`src/rtl/coin_input_module.sv`:
```
// Coin acceptor front end: synchronizes and debounces coin and cancel sensors,
// then keeps the registered credit under coin, deduction and clear requests.
module coin_input_module #(
   parameter int         DEBOUNCE_CYCLES = 4,
   parameter logic [4:0] MAX_AMOUNT      = 5'd31
) (
   input  logic       clk,
   input  logic       reset,
   input  logic       coin_1_raw,
   input  logic       coin_2_raw,
   input  logic       coin_5_raw,
   input  logic       cancel_raw,
   input  logic       clear,
   input  logic       deduct_valid,
   input  logic [4:0] deduct_value,
   output logic [4:0] current_amount,
   output logic       coin_valid,
   output logic [4:0] coin_value,
   output logic       coin_reject,
   output logic       deduct_ack,
   output logic       deduct_err,
   output logic       cancel_req
);

   localparam int CW = $clog2(DEBOUNCE_CYCLES + 1);
   localparam logic [CW-1:0] CLAST = CW'(DEBOUNCE_CYCLES - 1);

   logic [3:0]    raw;
   logic [3:0]    s1;
   logic [3:0]    s2;
   logic [3:0]    deb;
   logic [3:0]    deb_d;
   logic [3:0]    rise;
   logic [CW-1:0] cnt [4];

   assign raw  = {cancel_raw, coin_5_raw, coin_2_raw, coin_1_raw};
   assign rise = deb & ~deb_d;

   always_ff @(posedge clk) begin
      if (reset) begin
         s1    <= '0;
         s2    <= '0;
         deb   <= '0;
         deb_d <= '0;
         for (int i = 0; i < 4; i++) cnt[i] <= '0;
      end else begin
         s1    <= raw;
         s2    <= s1;
         deb_d <= deb;
         for (int i = 0; i < 4; i++) begin
            if (s2[i] != deb[i]) begin
               // flip on the DEBOUNCE_CYCLES-th consecutive differing sample
               if (cnt[i] == CLAST) begin
                  deb[i] <= s2[i];
                  cnt[i] <= '0;
               end else begin
                  cnt[i] <= cnt[i] + 1'b1;
               end
            end else begin
               cnt[i] <= '0;
            end
         end
      end
   end

   logic [1:0] ncoins;
   logic [4:0] val;
   logic [5:0] after;
   logic [5:0] sum;
   logic [4:0] amt_n;
   logic [4:0] cval_n;
   logic       cv_n;
   logic       rej_n;
   logic       ack_n;
   logic       err_n;

   always_comb begin
      ncoins = {1'b0, rise[0]} + {1'b0, rise[1]} + {1'b0, rise[2]};
      val    = 5'd0;
      if (rise[0])      val = 5'd1;
      else if (rise[1]) val = 5'd2;
      else if (rise[2]) val = 5'd5;
      after  = {1'b0, current_amount};
      sum    = 6'd0;
      amt_n  = current_amount;
      cval_n = 5'd0;
      cv_n   = 1'b0;
      rej_n  = 1'b0;
      ack_n  = 1'b0;
      err_n  = 1'b0;
      if (clear) begin
         amt_n = 5'd0;
         rej_n = (ncoins != 2'd0);
         err_n = deduct_valid;
      end else begin
         if (deduct_valid) begin
            if (deduct_value <= current_amount) begin
               after = {1'b0, current_amount} - {1'b0, deduct_value};
               ack_n = 1'b1;
            end else begin
               err_n = 1'b1;
            end
         end
         amt_n = after[4:0];
         sum   = after + {1'b0, val};
         if (ncoins >= 2'd2) begin
            rej_n = 1'b1;
         end else if (ncoins == 2'd1) begin
            if (sum <= {1'b0, MAX_AMOUNT}) begin
               amt_n  = sum[4:0];
               cv_n   = 1'b1;
               cval_n = val;
            end else begin
               rej_n = 1'b1;
            end
         end
      end
   end

   always_ff @(posedge clk) begin
      if (reset) begin
         current_amount <= 5'd0;
         coin_valid     <= 1'b0;
         coin_value     <= 5'd0;
         coin_reject    <= 1'b0;
         deduct_ack     <= 1'b0;
         deduct_err     <= 1'b0;
         cancel_req     <= 1'b0;
      end else begin
         current_amount <= amt_n;
         coin_valid     <= cv_n;
         coin_value     <= cval_n;
         coin_reject    <= rej_n;
         deduct_ack     <= ack_n;
         deduct_err     <= err_n;
         cancel_req     <= rise[3];
      end
   end

endmodule

```
`config.mk`:
```
export PLATFORM = sky130hd
export DESIGN_NAME = coin_input_module
export DESIGN_NICKNAME = d
export VERILOG_FILES = /design/src/rtl/coin_input_module.sv
export SDC_FILE = /design/constraint.sdc
export NUM_CORES = 1
export LEC_CHECK = 0
export BUFFER_PORTS_ARGS = -buffer_cell sky130_fd_sc_hd__buf_2
export CAP_MARGIN = 20
export CORE_ASPECT_RATIO = 1.2
export CORE_MARGIN = 1.5
export CORE_UTILIZATION = 50
export CTS_BUF_LIST = sky130_fd_sc_hd__clkbuf_8
export DETAILED_ROUTE_END_ITERATION = 12
export GPL_TIMING_DRIVEN = 0
export PLACE_DENSITY = 0.74
export SYNTH_ARGS = -nofsm -noshare
export SYNTH_HDL_FRONTEND = slang
export SYNTH_SLANG_ARGS = --single-unit
```
`constraint.sdc`:
```
create_clock -name clk -period 3.5 [get_ports clk]
set_input_delay 0.525 -clock clk [delete_from_list [all_inputs] [get_ports clk]]
set_output_delay 0.525 -clock clk [all_outputs]
set_load 0.05 [all_outputs]
```
==> key figures, run 1 <==
Status
  – Status: completed

Clocking
  – CTS root buf: clkbuf_8
  – H-tree depth: 2
  – Clock Latency Late Sink: around 0.30 ns
  – Num CTS Buffers: 5
  – Clock sink total: 41
  – Clock Tree Buf Depth: 2
  – CTS tree: done
  – CTS clk-pin slew, worst paths: roughly 0.08 ns
  – Post-CTS Hold Buffers: 0

Global route
  – Vias in the first global route: approximately 1400
  – First-pass GRT wire length: between 5000 and 6000 um
  – Largest net degree at the start of global routing: 13
  – All-Layer GR Usage: 0.168
  – Initial antenna violation count: 0
  – Total congestion overflow: 0

Yosys
  – Synth Area in Compound Gates: 0.0725
  – XOR/XNOR share of the synthesized area: 0.0296
  – Mapped Cells: 206
  – Seq/Total Area, Yosys: 0.454
  – Syn_area_per_cell: between 10 and 15 sq um
  – Yosys reg bits: 41
  – Ys async rst share: 0
  – Post-synthesis cell type count: 46
  – Mapped cell area: 2070 sq um
  – Yosys Warn Count: 0
  – Simple-gate share of the synthesized area: 0.216
  – Number of synthesized flops with an enable pin: 12
  – Main combinational cell family by area after synthesis: simple AND/OR/NAND/NOR gates
  – Most frequently used flop master after synthesis: dfxtp_1
  – Post-synthesis mux area share: 0.0520
  – Synth Area in Adders: 0.126

Final layout
  – Most common cell after layout, fill and taps aside: dfxtp_1
  – Filler-free cell count of the finished design: slightly above 300
  – Final core occ: 0.620
  – Area Overhead vs Synth: 17.9%
  – Ant diodes: 0
  – Fillers: approximately 370
  – Layout cells sized above 1: 0.209
  – Most frequent cells in the layout: dfxtp_1, nor2_1, buf_2
  – Nets@finish: 285
  – Final Instance Area: approximately 2400 sq um

Detailed routing
  – Routed wire per std cell: about 11 um
  – Detailed-route via count: approximately 1500
  – WL final: 3500 um
  – Final ANT Viol Nets: 0
  – # DRC: 0
  – Drt pass-1 iters: 4
  – Vias per inst: between 4 and 5
  – Initial DRC count: 28

Critical path
  – CP Class: reg2reg
  – CP Launch Type: flop
  – Worst endpoint required time: around 3.7 ns
  – WP data arrival: roughly 3.5 ns
  – Crit Path Max Fanout: 5
  – Crit path capture type: flop

Placement
  – Dpl cells: 297
  – DPL Wire Length: ~2600 um
  – IO Port Bufs: 25
  – Placed cell area: 2310 sq um
  – GP Congestion: approximately 0.72

Power and ir drop
  – Leakage: between 1 and 1.5 nW
  – Peak VDD IR: approximately 300 uV
  – PD cells: between 300 and 400 nW/um^2

Floorplanning
  – Die width: 61.7 um
  – Die Height: between 70 and 80 um
  – Die Area: 4540 sq um
  – Io pins: 28
  – Initial Util: 0.525
  – Placement row count: 25
  – Core ar.: roughly 3900 sq um

STA
  – Unrepaired setup endpoints after global routing: false
  – Min Tclk post-route: ~3.3 ns
  – Final Skew: around 0.0079 ns
  – Highest Clock Rate: between 0.2 and 0.3 GHz
  – Endpoints failing setup: 0
  – Final hold vios: 0
  – Final slew viol count: 0
  – Fin crit share: 0.953

Hold path
  – Min-delay worst type: reg2reg

Run
  – Max Cap Viol: 0
-- cell type report --
| class | count | area [sq um] | area share |
|---|---|---|---|
| plain buffers | 6 | 38.8 | 0.0159 |
| well taps | 54 | 67.6 | 0.0277 |
| repair buffers | 28 | 148 | 0.0605 |
| clock inverters | 1 | 5.00 | 0.00205 |
| multi-input cells | 156 | 1090 | 0.446 |
| inverters | 15 | 56.3 | 0.0231 |
| flip-flops and latches | 41 | 941 | 0.385 |
| clock buffers | 7 | 96.3 | 0.0394 |
-- sequential cells by signal (all words and copies together) (netlist names) --
register	flops
deb	4
cnt	12
s1	4
s2	4
deb_d	4
deduct_err	1
deduct_ack	1
coin_value	3
current_amount	5
coin_reject	1
cancel_req	1
coin_valid	1
-- through the flow --
step / TNS (ns) / hold slack, ns / setup slack (ns) / power [mW]
global route: 0 / 0.426 / 0.0113 / 0.960
CTS: 0 / 0.391 / 0.0245 / 0.931
finish: 0 / 0.390 / 0.163 / 0.925
detailed placement: -1.20 / 0.380 / -0.216 / 0.594
floorplan: 0 / 0.367 / 0.0800 / 0.573
global placement: -0.931 / 0.373 / -0.170 / 0.591
-- cell families after synthesis --
logic type                 count (synthesis)
AOI/OAI and AO/OA                         22
buffers and inverters                     21
and+or+nand+nor                           84
other                                      2
adders and majority gates                 19
muxes                                     10
xor gates and xnor gates                   7
DFF                                       41
-- where the power goes --
part | switching, mW | internal [mW]
sequential | 0.00496 | 0.500
combinational | 0.0473 | 0.0323
clock | 0.161 | 0.178
-- repair_timing --
| action | 4_1_cts | 5_1_grt |
|---|---|---|
| setup buffers | 0 | 3 |
| resized for setup | 0 | 2 |
| endpoints found under the setup margin | 0 | 7 |
-- path summary, 6_finish.rpt --
path                                        start          end  depth (start not counted)  slack, ns
worst max-delay path            current_amount[0]  coin_reject                         14       0.16
worst max register to register  current_amount[0]  coin_reject                         14       0.16
worst min register to register           deb_d[3]   cancel_req                          1       0.39
worst min-delay path                     deb_d[3]   cancel_req                          1       0.39
-- layer usage --
metal | part of all wire | up-vias | wire, um | global-route usage
met5 | 0 | - | 0 | 0
met4 | 0.027 | 0 | 93 | 0.111
met3 | 0.030 | 8 | 104 | 0.0317
met2 | 0.54 | 25 | 1880 | 0.302
met1 | 0.41 | 688 | 1420 | 0.167
li1 | - | 770 | - | -
-- Yosys cell counts (3+ instances only) --
cell	instances	area share
nand2_1	13	0.024
fa_1	3	0.029
or3_1	4	0.012
nor2b_1	16	0.048
a21oi_1	7	0.017
inv_1	15	0.027
xnor2_1	5	0.021
o21ai_0	5	0.012
edfxtp_1	12	0.17
mux2i_1	7	0.034
ha_1	16	0.097
nand2b_1	5	0.015
dfxtp_1	29	0.28
nor2_1	28	0.051
-- worst max-delay path: stages, from the launching register on --
cell	delay (ns)
dfxtp_1	0.32
inv_1	0.05
ha_1	0.15
inv_1	0.06
fa_1	0.43
a21oi_2	0.21
nor2_2	0.08
nor2_4	0.16
mux2_2	0.39
ha_1	0.28
a21o_1	0.17
a21o_1	0.21
and4_4	0.19
or2_4	0.27
o31a_1	0.26
No activity file was read; power rests on OpenSTA's default activity.
==> run 2, diff against run 1 <==
--- a/config.mk
+++ b/config.mk
@@ -9,11 +9,11 @@
 export CAP_MARGIN = 20
 export CORE_ASPECT_RATIO = 1.2
 export CORE_MARGIN = 1.5
-export CORE_UTILIZATION = 50
+export CORE_UTILIZATION = 23
 export CTS_BUF_LIST = sky130_fd_sc_hd__clkbuf_8
+export CTS_CLUSTER_DIAMETER = 200
 export DETAILED_ROUTE_END_ITERATION = 12
 export GPL_TIMING_DRIVEN = 0
-export PLACE_DENSITY = 0.74
 export SYNTH_ARGS = -nofsm -noshare
 export SYNTH_HDL_FRONTEND = slang
 export SYNTH_SLANG_ARGS = --single-unit
==> key figures, run 2 (same netlist as run 1, synthesis figures left out) <==
Critical path
  – R2R Setup Slk: 0.18 ns
  – Capturing point of the worst reg2reg path: coin_reject
  – Crit Path Max Fanout: 7
  – Crit path to: coin_reject
  – Worst endpoint required time: approximately 3.7 ns
  – Critical Path Source: current_amount[0]
  – CP Launch Type: flop
  – Crit-path cells: inv_1, ha_1, inv_1, fa_1, a21oi_2, nor2_2, nor2_4, mux2_2, ha_1, a21o_1, a21o_1, and4_4, or2_4, o31a_1
  – Top delay family on crit path: adder cells
  – Slowest Stage Delay on Critical Path: roughly 0.43 ns
  – FF-to-FF Start: current_amount[0]
  – Crit path capture type: flop
  – CP Class: reg2reg
  – Reg2Reg Depth: 14
  – Crit path depth: 14
  – CP max stage cell: fa_1
  – Buf+Inv Stages, Crit Path: 2
  – WP data arrival: approximately 3.5 ns

Power and ir drop
  – Flop pwr share: 0.562
  – Peak VDD IR: between 200 and 300 uV
  – Int Power: between 0.6 and 0.7 mW
  – Clock network power share: 0.351
  – Leakage: roughly 1.1 nW
  – P_sw: between 0.2 and 0.25 mW
  – PD cells: around 360 nW/um^2
  – Total power draw: 0.899 mW
  – Switching share of power: 0.251
  – Logic pwr share: 0.088

Global route
  – Vias in the first global route: 1321
  – First-pass GRT wire length: around 5800 um
  – All-Layer GR Usage: 0.0786
  – Initial antenna violation count: 1
  – Total congestion overflow: 0
  – Largest net degree at the start of global routing: 15

Floorplanning
  – Die width: ~90 um
  – Io pins: 28
  – Initial Util: 0.239
  – Placement row count: 37
  – Die Area: about 9600 sq um
  – Core ar.: just under 9000 sq um
  – Die Height: around 110 um

Detailed routing
  – WL final: between 3000 and 4000 um
  – Final ANT Viol Nets: 0
  – Initial DRC count: 38
  – Vias per inst: ~4
  – Detailed-route via count: around 1500
  – # DRC: 0
  – Routed wire per std cell: 9.51 um
  – Drt pass-1 iters: 4

Final layout
  – Area Overhead vs Synth: 20.8%
  – Largest reg by FF count: cnt
  – Filler-free cell count of the finished design: between 300 and 400
  – Most frequent cells in the layout: dfxtp_1, nor2_1, buf_2
  – Final core occ: 0.289
  – Nets@finish: 283
  – Fillers: about 950
  – Most common cell after layout, fill and taps aside: dfxtp_1
  – Final Instance Area: between 2000 and 3000 sq um
  – Area taken by multi-input logic gates: ~1100 sq um
  – Ant diodes: 0
  – Largest register FFs: 12
  – Biggest regs: cnt (12), current_amount (5)
  – Sequential standard cell area: 941 sq um
  – Layout cells sized above 1: 0.206

Placement
  – IO Port Bufs: 25
  – GP Congestion: roughly 0.73
  – Dpl ws: -0.207 ns
  – Placed cell area: between 2000 and 2500 sq um
  – Dpl cells: 360
  – DPL Wire Length: 2700 um

STA
  – Final Skew: ~0.0075 ns
  – Unrepaired setup endpoints after global routing: false
  – Worst setup margin: between 0.15 and 0.2 ns
  – Highest Clock Rate: 0.301 GHz
  – Setup TNS: 0 ns
  – Final slew viol count: 0
  – Endpoints failing setup: 0
  – Fin crit share: 0.950
  – Final hold vios: 0
  – WHS: around 0.38 ns
  – Min Tclk post-route: 3.32 ns

Clocking
  – CTS tree: done
  – H-tree depth: 2
  – Clock Tree Buf Depth: 2
  – CTS clk-pin slew, worst paths: 0.09 ns
  – Num CTS Buffers: 5
  – CTS root buf: clkbuf_8
  – Clock sink total: between 40 and 50
  – Clock Latency Late Sink: ~0.3 ns

Status
  – Status: completed

Hold path
  – Min-delay worst type: reg2reg

Run
  – Max Cap Viol: 0
## run 2: worst reg2reg max path, cell delays in order, from the launching register on
cell     delay [ns]
dfxtp_1        0.33
inv_1          0.05
ha_1           0.15
inv_1          0.05
fa_1           0.43
a21oi_2        0.19
nor2_2         0.08
nor2_4         0.16
mux2_2         0.40
ha_1           0.28
a21o_1         0.17
a21o_1         0.21
and4_4         0.19
or2_4          0.28
o31a_1         0.27
## run 2: what timing repair did
action	in CTS	in global routing
endpoints found under the hold margin	0	0
hold buffers	0	0
setup endpoints to repair	0	7
resized for setup	0	3
buffers inserted	0	1
## run 2: how the worst min path moves through the flow
stage | slack, ns | depth (start not counted) | from | end
after floorplan | 0.37 | 1 | deb_d[3] | cancel_req
after global placement | 0.38 | 1 | deb_d[3] | cancel_req
after detailed placement | 0.38 | 1 | deb_d[3] | cancel_req
after CTS | 0.39 | 1 | deb_d[3] | cancel_req
after global routing | 0.41 | 1 | deb_d[3] | cancel_req
final | 0.38 | 1 | deb_d[3] | cancel_req
## run 2: cell type report
type	instances	share of cell area
multi-input combinational	156	0.438
sequential	41	0.376
tap	117	0.0585
timing repair buffer	26	0.0530
clock buffer	5	0.0275
inverter	15	0.0225
buffer	6	0.0155
clock inverter	3	0.00850
## run 2: power by group through the flow
stage,Combinational [mW],Sequential (mW),Clock (mW)
2_1_floorplan,0.0527,0.520,0
3_3_place_gp,0.0755,0.516,0
3_5_place_dp,0.0765,0.517,0
4_1_cts,0.0771,0.505,0.325
5_1_grt,0.0902,0.507,0.344
6_report,0.0789,0.505,0.315
## run 2: per-layer routing
| metal | wire, um | vias to the layer above | share of wire | global-route usage |
|---|---|---|---|---|
| met3 | 172 | 4 | 0.049 | 0.0316 |
| met5 | 16 | - | 0.0046 | 0 |
| li1 | - | 770 | - | - |
| met4 | 25 | 2 | 0.0071 | 0.0231 |
| met1 | 1680 | 671 | 0.48 | 0.0958 |
| met2 | 1620 | 31 | 0.46 | 0.126 |
